===== src/rtl/display_scan_controller_if.sv =====
// Handshake and display-pin bundle for display_scan_controller.
// The master side presents values; the slave side (the controller) drives
// the handshake status and the multiplexed seven-segment pins.
interface display_scan_controller_if;
    logic       in_valid;
    logic [7:0] in_data;
    logic       in_ready;
    logic       busy;
    logic       done;
    logic [6:0] seg;
    logic [3:0] an;

    modport master (
        output in_valid, in_data,
        input  in_ready, busy, done, seg, an
    );

    modport slave (
        input  in_valid, in_data,
        output in_ready, busy, done, seg, an
    );
endinterface


===== src/rtl/display_scan_controller.sv =====
// Four-digit seven-segment front end: takes an 8-bit two's-complement value,
// converts it to sign + BCD with a serial shift-add-3 pass, and scans
// sign/hundreds/tens/ones onto a shared active-low segment bus.
module display_scan_controller #(
    parameter int unsigned SCAN_DIV = 50000
) (
    input  logic clk,
    input  logic rst,
    display_scan_controller_if.slave bus
);
    typedef enum logic [1:0] {
        IDLE   = 2'd0,
        CONV   = 2'd1,
        COMMIT = 2'd2
    } state_t;

    localparam logic [19:0] SCAN_LAST = 20'(SCAN_DIV - 1);

    state_t      state_q, state_d;
    logic [17:0] sr_q, sr_d;          // {hun[1:0], ten[3:0], one[3:0], bin[7:0]}
    logic [16:0] sr_adj;              // register after add-3, before the shift
    logic [3:0]  iter_q, iter_d;
    logic        neg_q, neg_d;        // sign of the value being converted
    logic [7:0]  mag;
    logic [1:0]  disp_hun_q, disp_hun_d;
    logic [3:0]  disp_ten_q, disp_ten_d;
    logic [3:0]  disp_one_q, disp_one_d;
    logic        disp_neg_q, disp_neg_d;
    logic        done_q, done_d;
    logic [19:0] cnt_q, cnt_d;
    logic [1:0]  idx_q, idx_d;
    logic [6:0]  seg_q, seg_d;
    logic [3:0]  an_q, an_d;
    logic        accept_s;

    // Active-low pattern for one decimal digit (bit0 = a .. bit6 = g).
    function automatic logic [6:0] digit_seg(input logic [3:0] d);
        logic [6:0] p;
        case (d)
            4'd0:    p = 7'b1000000;
            4'd1:    p = 7'b1111001;
            4'd2:    p = 7'b0100100;
            4'd3:    p = 7'b0110000;
            4'd4:    p = 7'b0011001;
            4'd5:    p = 7'b0010010;
            4'd6:    p = 7'b0000010;
            4'd7:    p = 7'b1111000;
            4'd8:    p = 7'b0000000;
            4'd9:    p = 7'b0010000;
            default: p = 7'b1111111;
        endcase
        return p;
    endfunction

    assign bus.in_ready = (state_q == IDLE) && !rst;
    assign bus.busy     = (state_q != IDLE);
    assign bus.done     = done_q;
    assign bus.seg      = seg_q;
    assign bus.an       = an_q;
    assign accept_s     = bus.in_valid && bus.in_ready;

    // Next-state for conversion FSM, display registers and scan multiplexer.
    always_comb begin
        state_d    = state_q;
        sr_d       = sr_q;
        iter_d     = iter_q;
        neg_d      = neg_q;
        disp_hun_d = disp_hun_q;
        disp_ten_d = disp_ten_q;
        disp_one_d = disp_one_q;
        disp_neg_d = disp_neg_q;
        done_d     = 1'b0;
        cnt_d      = cnt_q;
        idx_d      = idx_q;
        seg_d      = seg_q;
        an_d       = an_q;

        // 8-bit negate is enough: 0x80 negates to 0x80, i.e. magnitude 128.
        mag = bus.in_data[7] ? (~bus.in_data + 8'd1) : bus.in_data;

        // Add 3 to any BCD digit >= 5 before shifting; hundreds never exceeds 1.
        sr_adj          = sr_q[16:0];
        sr_adj[11:8]    = (sr_q[11:8]  >= 4'd5) ? (sr_q[11:8]  + 4'd3) : sr_q[11:8];
        sr_adj[15:12]   = (sr_q[15:12] >= 4'd5) ? (sr_q[15:12] + 4'd3) : sr_q[15:12];

        case (state_q)
            IDLE: begin
                if (accept_s) begin
                    state_d = CONV;
                    neg_d   = bus.in_data[7];
                    sr_d    = {10'd0, mag};
                    iter_d  = 4'd0;
                end else begin
                    state_d = IDLE;
                end
            end
            CONV: begin
                if (iter_q == 4'd8) begin
                    // Digits go to the display on the edge entering COMMIT so
                    // the registered seg bus shows them in the done cycle.
                    state_d    = COMMIT;
                    disp_hun_d = sr_q[17:16];
                    disp_ten_d = sr_q[15:12];
                    disp_one_d = sr_q[11:8];
                    disp_neg_d = neg_q;
                    done_d     = 1'b1;
                end else begin
                    sr_d   = {sr_adj, 1'b0};
                    iter_d = iter_q + 4'd1;
                end
            end
            COMMIT: begin
                state_d = IDLE;
            end
            default: begin
                state_d = IDLE;
            end
        endcase

        // Free-running digit scan, independent of conversion.
        if (cnt_q == SCAN_LAST) begin
            cnt_d = 20'd0;
            idx_d = idx_q + 2'd1;
        end else begin
            cnt_d = cnt_q + 20'd1;
        end

        case (idx_d)
            2'd0: begin
                an_d  = 4'b1110;
                seg_d = digit_seg(disp_one_d);
            end
            2'd1: begin
                an_d  = 4'b1101;
                seg_d = digit_seg(disp_ten_d);
            end
            2'd2: begin
                an_d  = 4'b1011;
                seg_d = digit_seg({2'b00, disp_hun_d});
            end
            2'd3: begin
                an_d  = 4'b0111;
                seg_d = disp_neg_d ? 7'b0111111 : 7'b1111111;
            end
            default: begin
                an_d  = 4'b1111;
                seg_d = 7'b1111111;
            end
        endcase
    end

    // State registers with synchronous reset to IDLE and a +000 display.
    always_ff @(posedge clk) begin
        if (rst) begin
            state_q    <= IDLE;
            sr_q       <= 18'd0;
            iter_q     <= 4'd0;
            neg_q      <= 1'b0;
            disp_hun_q <= 2'd0;
            disp_ten_q <= 4'd0;
            disp_one_q <= 4'd0;
            disp_neg_q <= 1'b0;
            done_q     <= 1'b0;
            cnt_q      <= 20'd0;
            idx_q      <= 2'd0;
            seg_q      <= 7'b1000000;
            an_q       <= 4'b1110;
        end else begin
            state_q    <= state_d;
            sr_q       <= sr_d;
            iter_q     <= iter_d;
            neg_q      <= neg_d;
            disp_hun_q <= disp_hun_d;
            disp_ten_q <= disp_ten_d;
            disp_one_q <= disp_one_d;
            disp_neg_q <= disp_neg_d;
            done_q     <= done_d;
            cnt_q      <= cnt_d;
            idx_q      <= idx_d;
            seg_q      <= seg_d;
            an_q       <= an_d;
        end
    end
endmodule


===== src/flat_wrapper.sv =====
// flat-port wrapper written by rule: the top's interface ports become plain ports
module display_scan_controller_flat 
#(
    parameter int unsigned SCAN_DIV = 50000
)
  (clk, rst, bus_in_valid, bus_in_data, bus_in_ready, bus_busy, bus_done, bus_seg, bus_an);
  display_scan_controller_if bus_i ();
  input  logic clk;
  input  logic rst;
  input wire logic [$bits(bus_i.in_valid)-1:0] bus_in_valid;
  input wire logic [$bits(bus_i.in_data)-1:0] bus_in_data;
  output wire logic [$bits(bus_i.in_ready)-1:0] bus_in_ready;
  output wire logic [$bits(bus_i.busy)-1:0] bus_busy;
  output wire logic [$bits(bus_i.done)-1:0] bus_done;
  output wire logic [$bits(bus_i.seg)-1:0] bus_seg;
  output wire logic [$bits(bus_i.an)-1:0] bus_an;
  assign bus_i.in_valid = bus_in_valid;
  assign bus_i.in_data = bus_in_data;
  assign bus_in_ready = bus_i.in_ready;
  assign bus_busy = bus_i.busy;
  assign bus_done = bus_i.done;
  assign bus_seg = bus_i.seg;
  assign bus_an = bus_i.an;
  display_scan_controller #(.SCAN_DIV(SCAN_DIV)) u_core (.clk(clk), .rst(rst), .bus(bus_i));
endmodule

===== config.mk =====
export PLATFORM = sky130hd
export DESIGN_NAME = display_scan_controller_flat
export DESIGN_NICKNAME = d
export VERILOG_FILES = /design/src/rtl/display_scan_controller_if.sv /design/src/rtl/display_scan_controller.sv /design/src/flat_wrapper.sv
export SDC_FILE = /design/constraint.sdc
export NUM_CORES = 1
export LEC_CHECK = 0
export CORE_ASPECT_RATIO = 0.7
export CORE_MARGIN = 2
export CORE_UTILIZATION = 65
export CTS_BUF_LIST = sky130_fd_sc_hd__clkbuf_2 sky130_fd_sc_hd__clkbuf_4 sky130_fd_sc_hd__clkbuf_8
export CTS_CLUSTER_DIAMETER = 80
export DETAILED_ROUTE_END_ITERATION = 16
export PLACE_DENSITY = 0.86
export SLEW_MARGIN = 5
export SYNTH_ARGS = -nofsm -noshare
export SYNTH_HDL_FRONTEND = slang
export SYNTH_SLANG_ARGS = --single-unit

===== constraint.sdc =====
create_clock -name clk -period 8.35 [get_ports clk]
set_input_delay 1.2525 -clock clk [delete_from_list [all_inputs] [get_ports clk]]
set_output_delay 1.2525 -clock clk [all_outputs]
set_load 0.02 [all_outputs]

==> impl_results.md <==
- Area Overhead vs Synth: 10.5%
- DRT Wirelength: 8.52 mm
- Vias: 3450
- P_leak: 1.65 nW
- Post-route DRC: 0
- Hold Slack: 0.469 ns
- Per-cell routed wire length: 14.9 um
- Crit path to: bus_in_ready
- Commonest non-fill, non-tap cell in the layout: nor2_1
- Clock root buffer: clkbuf_8
- Antenna diodes: 0
- Vias in the first global route: 3041
- Worst setup path start: rst
- Top FF cell, synth: dfxtp_1
- WS Path Type: input port to output port
- I/O pins: 25
- Syn. warnings: 0
- Max-cap violations: 0
- Cell chain of the critical path: clkdlybuf4s50_1, buf_4, nor3_1, clkdlybuf4s50_1
- Async SR Flop Fraction: 0
- Synth top area cells: dfxtp_1 (36%), nor2_1 (7.7%), ha_1 (4.1%)
- Post-route ant nets: 0
- CP required: 7.10 ns
- CP arrival: 2.82 ns
- Final Hold Fails: 0
- Final Cycle Share: 0.488
- CTS sink count: 70
- Fraction of layout cells with a size suffix above 1: 0.0863
- RSZ-0062 raised after global routing: false
- Worst Skew: 0.00829 ns
- Routability cong.: 0.853
- Critical path startpoint category: input port
- Syn_nets: 512
- R2R setup slack: 5.17 ns
- 1st-iter DRT viols: 271
- Via density: 6.02
- Seq/Total Area, Yosys: 0.357
- Worst slew margin: 0.410
- Synth Instances: 488
- Status: complete, no violations
- Tot Pwr: 652 uW
- Worst slew pin tran: 0.882 ns
- Synth top area share: 0.357
- EDFF count, synth: 0
- Hold-fix buffers, CTS: 0
- Core Area: 5780 um2
- Worst setup EP type: output port
- First-pass GRT wire length: 14.6 mm
- Reg-to-reg endpoint: u_core.bus.seg[4]
- Bufs on Longest Clock Path: 2
- #FFs+latches synth: 70
- Worst hold path class: flip-flop to flip-flop
- Crit path top cell by count: clkdlybuf4s50_1
- Total number of H-tree levels: 3
- GRT Util Overall: 0.267
- Fin crit period: 4.08 ns
- Post CTS Setup Buffer Count: 0
- Total CTS buffers: 9
- 1st-pass router iterations: 5
- Worst-Skew Late Latency: 0.35 ns
- Post-DP HPWL: 5.97 mm
- Clock transition at the registers of the reported paths: 0.07 ns
- Area leader, netlist: dfxtp_1
- Top Family by Delay on Critical Path: buffers and inverters
- Sum Neg Setup Slack: 0 ns
- Slowest cell on crit path: clkdlybuf4s50_1
- Grt ovf: 0
- Delay of the slowest cell on the worst path: 0.65 ns
- Slew Limit Fails: 0
- WP buf/inv: 3
- Starting Density: 0.679
- Nets: 518
- Row count: 23
- Most frequent cells in the layout: nor2_1 (81), dfxtp_1 (70), nand2_1 (32), a21oi_1 (31), o21ai_0 (26)
- Syn_area_per_cell: 8.05 um2
- Cells on worst reg2reg path: 8
- Die area: 6690 um2
- Synth unique cells: 65
- Cts repair resizes: 0
- Largest net degree at the start of global routing: 50
- Reg2reg start: u_core.state_q[0]
- Initial antenna violation count: 0
- Max Fclk: 245 MHz
- CTS tree: built
- Die width: 96.9 um
- Worst Path Max Fanout: 49
- CP Depth: 4
- IO buf count: 24
- Max VDD drop: 141 uV
- Final setup violating endpoints: 0
- Post-Syn Area: 3930 um2
- Power Density: 150 nW/um2
- Die H: 69.1 um
-- cell usage after synthesis, types with 2 or more instances --
cell type / instances
o311a_1: 2
dfxtp_1: 70
nand3_1: 12
nor3_1: 11
and3_1: 4
a21boi_0: 3
nand4b_1: 2
o21bai_1: 5
xor2_1: 15
a211oi_1: 7
nor4_4: 2
mux2i_1: 11
a22oi_1: 13
o221ai_1: 3
nand4_1: 5
xnor2_1: 12
nand2_1: 32
inv_1: 19
buf_2: 4
o2111ai_1: 2
a31o_2: 2
or2_2: 4
mux2_2: 3
clkbuf_1: 27
a221oi_1: 4
nor2_1: 81
nand2b_1: 10
nand2_2: 2
or3_1: 2
nor3b_1: 4
o211ai_1: 2
and4_1: 2
or4_1: 2
o21ai_0: 26
a21oi_1: 31
ha_1: 13
o31ai_1: 3
nor2b_1: 7
and2_1: 3
-- metal layers --
metal | routed length, um | track usage | up-vias
met5 | 0 | 0 | -
met4 | 146 | 0.0955 | 0
met3 | 476 | 0.0619 | 14
met2 | 3820 | 0.399 | 91
met1 | 4080 | 0.377 | 1630
li1 | - | - | 1715
-- sequential cells by signal, summed over array words and instances, names as in the netlist, 4 cells and up --
register           cells
u_core.bus.an          4
u_core.bus.seg         7
u_core.cnt_q          20
u_core.disp_one_q      4
u_core.disp_ten_q      4
u_core.iter_q          4
u_core.sr_q           18
-- kinds of logic after synthesis --
family                   after synthesis  share of synthesized area
adder cells (fa/ha/maj)               13                     0.0414
XOR/XNOR                              28                     0.0643
flip-flops                            70                      0.357
AO/OA/AOI/OAI                        114                      0.192
buffers and inverters                 51                     0.0519
multiplexers                          14                     0.0366
AND/OR/NAND/NOR                      198                      0.257
-- metrics by stage --
| stage | cells | utilization | area [um2] | setup slack [ns] |
|---|---|---|---|---|
| 2_1_floorplan | 488 | - | 3930 | 5.36 |
| 3_3_place_gp | 558 | 0.718 | 4150 | 4.29 |
| 3_5_place_dp | 558 | 0.718 | 4150 | 4.28 |
| 4_1_cts | 573 | 0.751 | 4340 | 4.26 |
| 5_1_grt | 573 | 0.751 | 4340 | 4.19 |
| 6_report | 573 | 0.751 | 4340 | 4.27 |
-- layout make-up --
cell class	instances	area (um2)
sequential	70	1400
multi-input combinational	367	2320
timing repair buffer	27	263
inverter	19	71.3
tap	75	93.8
clock buffer	11	139
fill	447	1440
clock inverter	4	48.8
-- power by group --
group / switching [mW] / internal [mW] / total (mW)
Combinational: 0.0269 / 0.0177 / 0.0445
Clock: 0.120 / 0.142 / 0.263
Sequential: 0.00460 / 0.340 / 0.344
Total: 0.152 / 0.500 / 0.652
-- how the worst min path moves through the flow --
stage | start | to | slack (ns) | depth (start not counted)
2_1_floorplan | u_core.cnt_q[0] | u_core.cnt_q[0] | 0.43 | 1
6_report | u_core.cnt_q[0] | u_core.cnt_q[0] | 0.47 | 1
5_1_grt | u_core.cnt_q[0] | u_core.cnt_q[0] | 0.49 | 1
3_5_place_dp | u_core.cnt_q[0] | u_core.cnt_q[0] | 0.46 | 1
4_1_cts | u_core.cnt_q[0] | u_core.cnt_q[0] | 0.47 | 1
3_3_place_gp | u_core.cnt_q[0] | u_core.cnt_q[0] | 0.44 | 1
(Power assumes the default switching activity.)
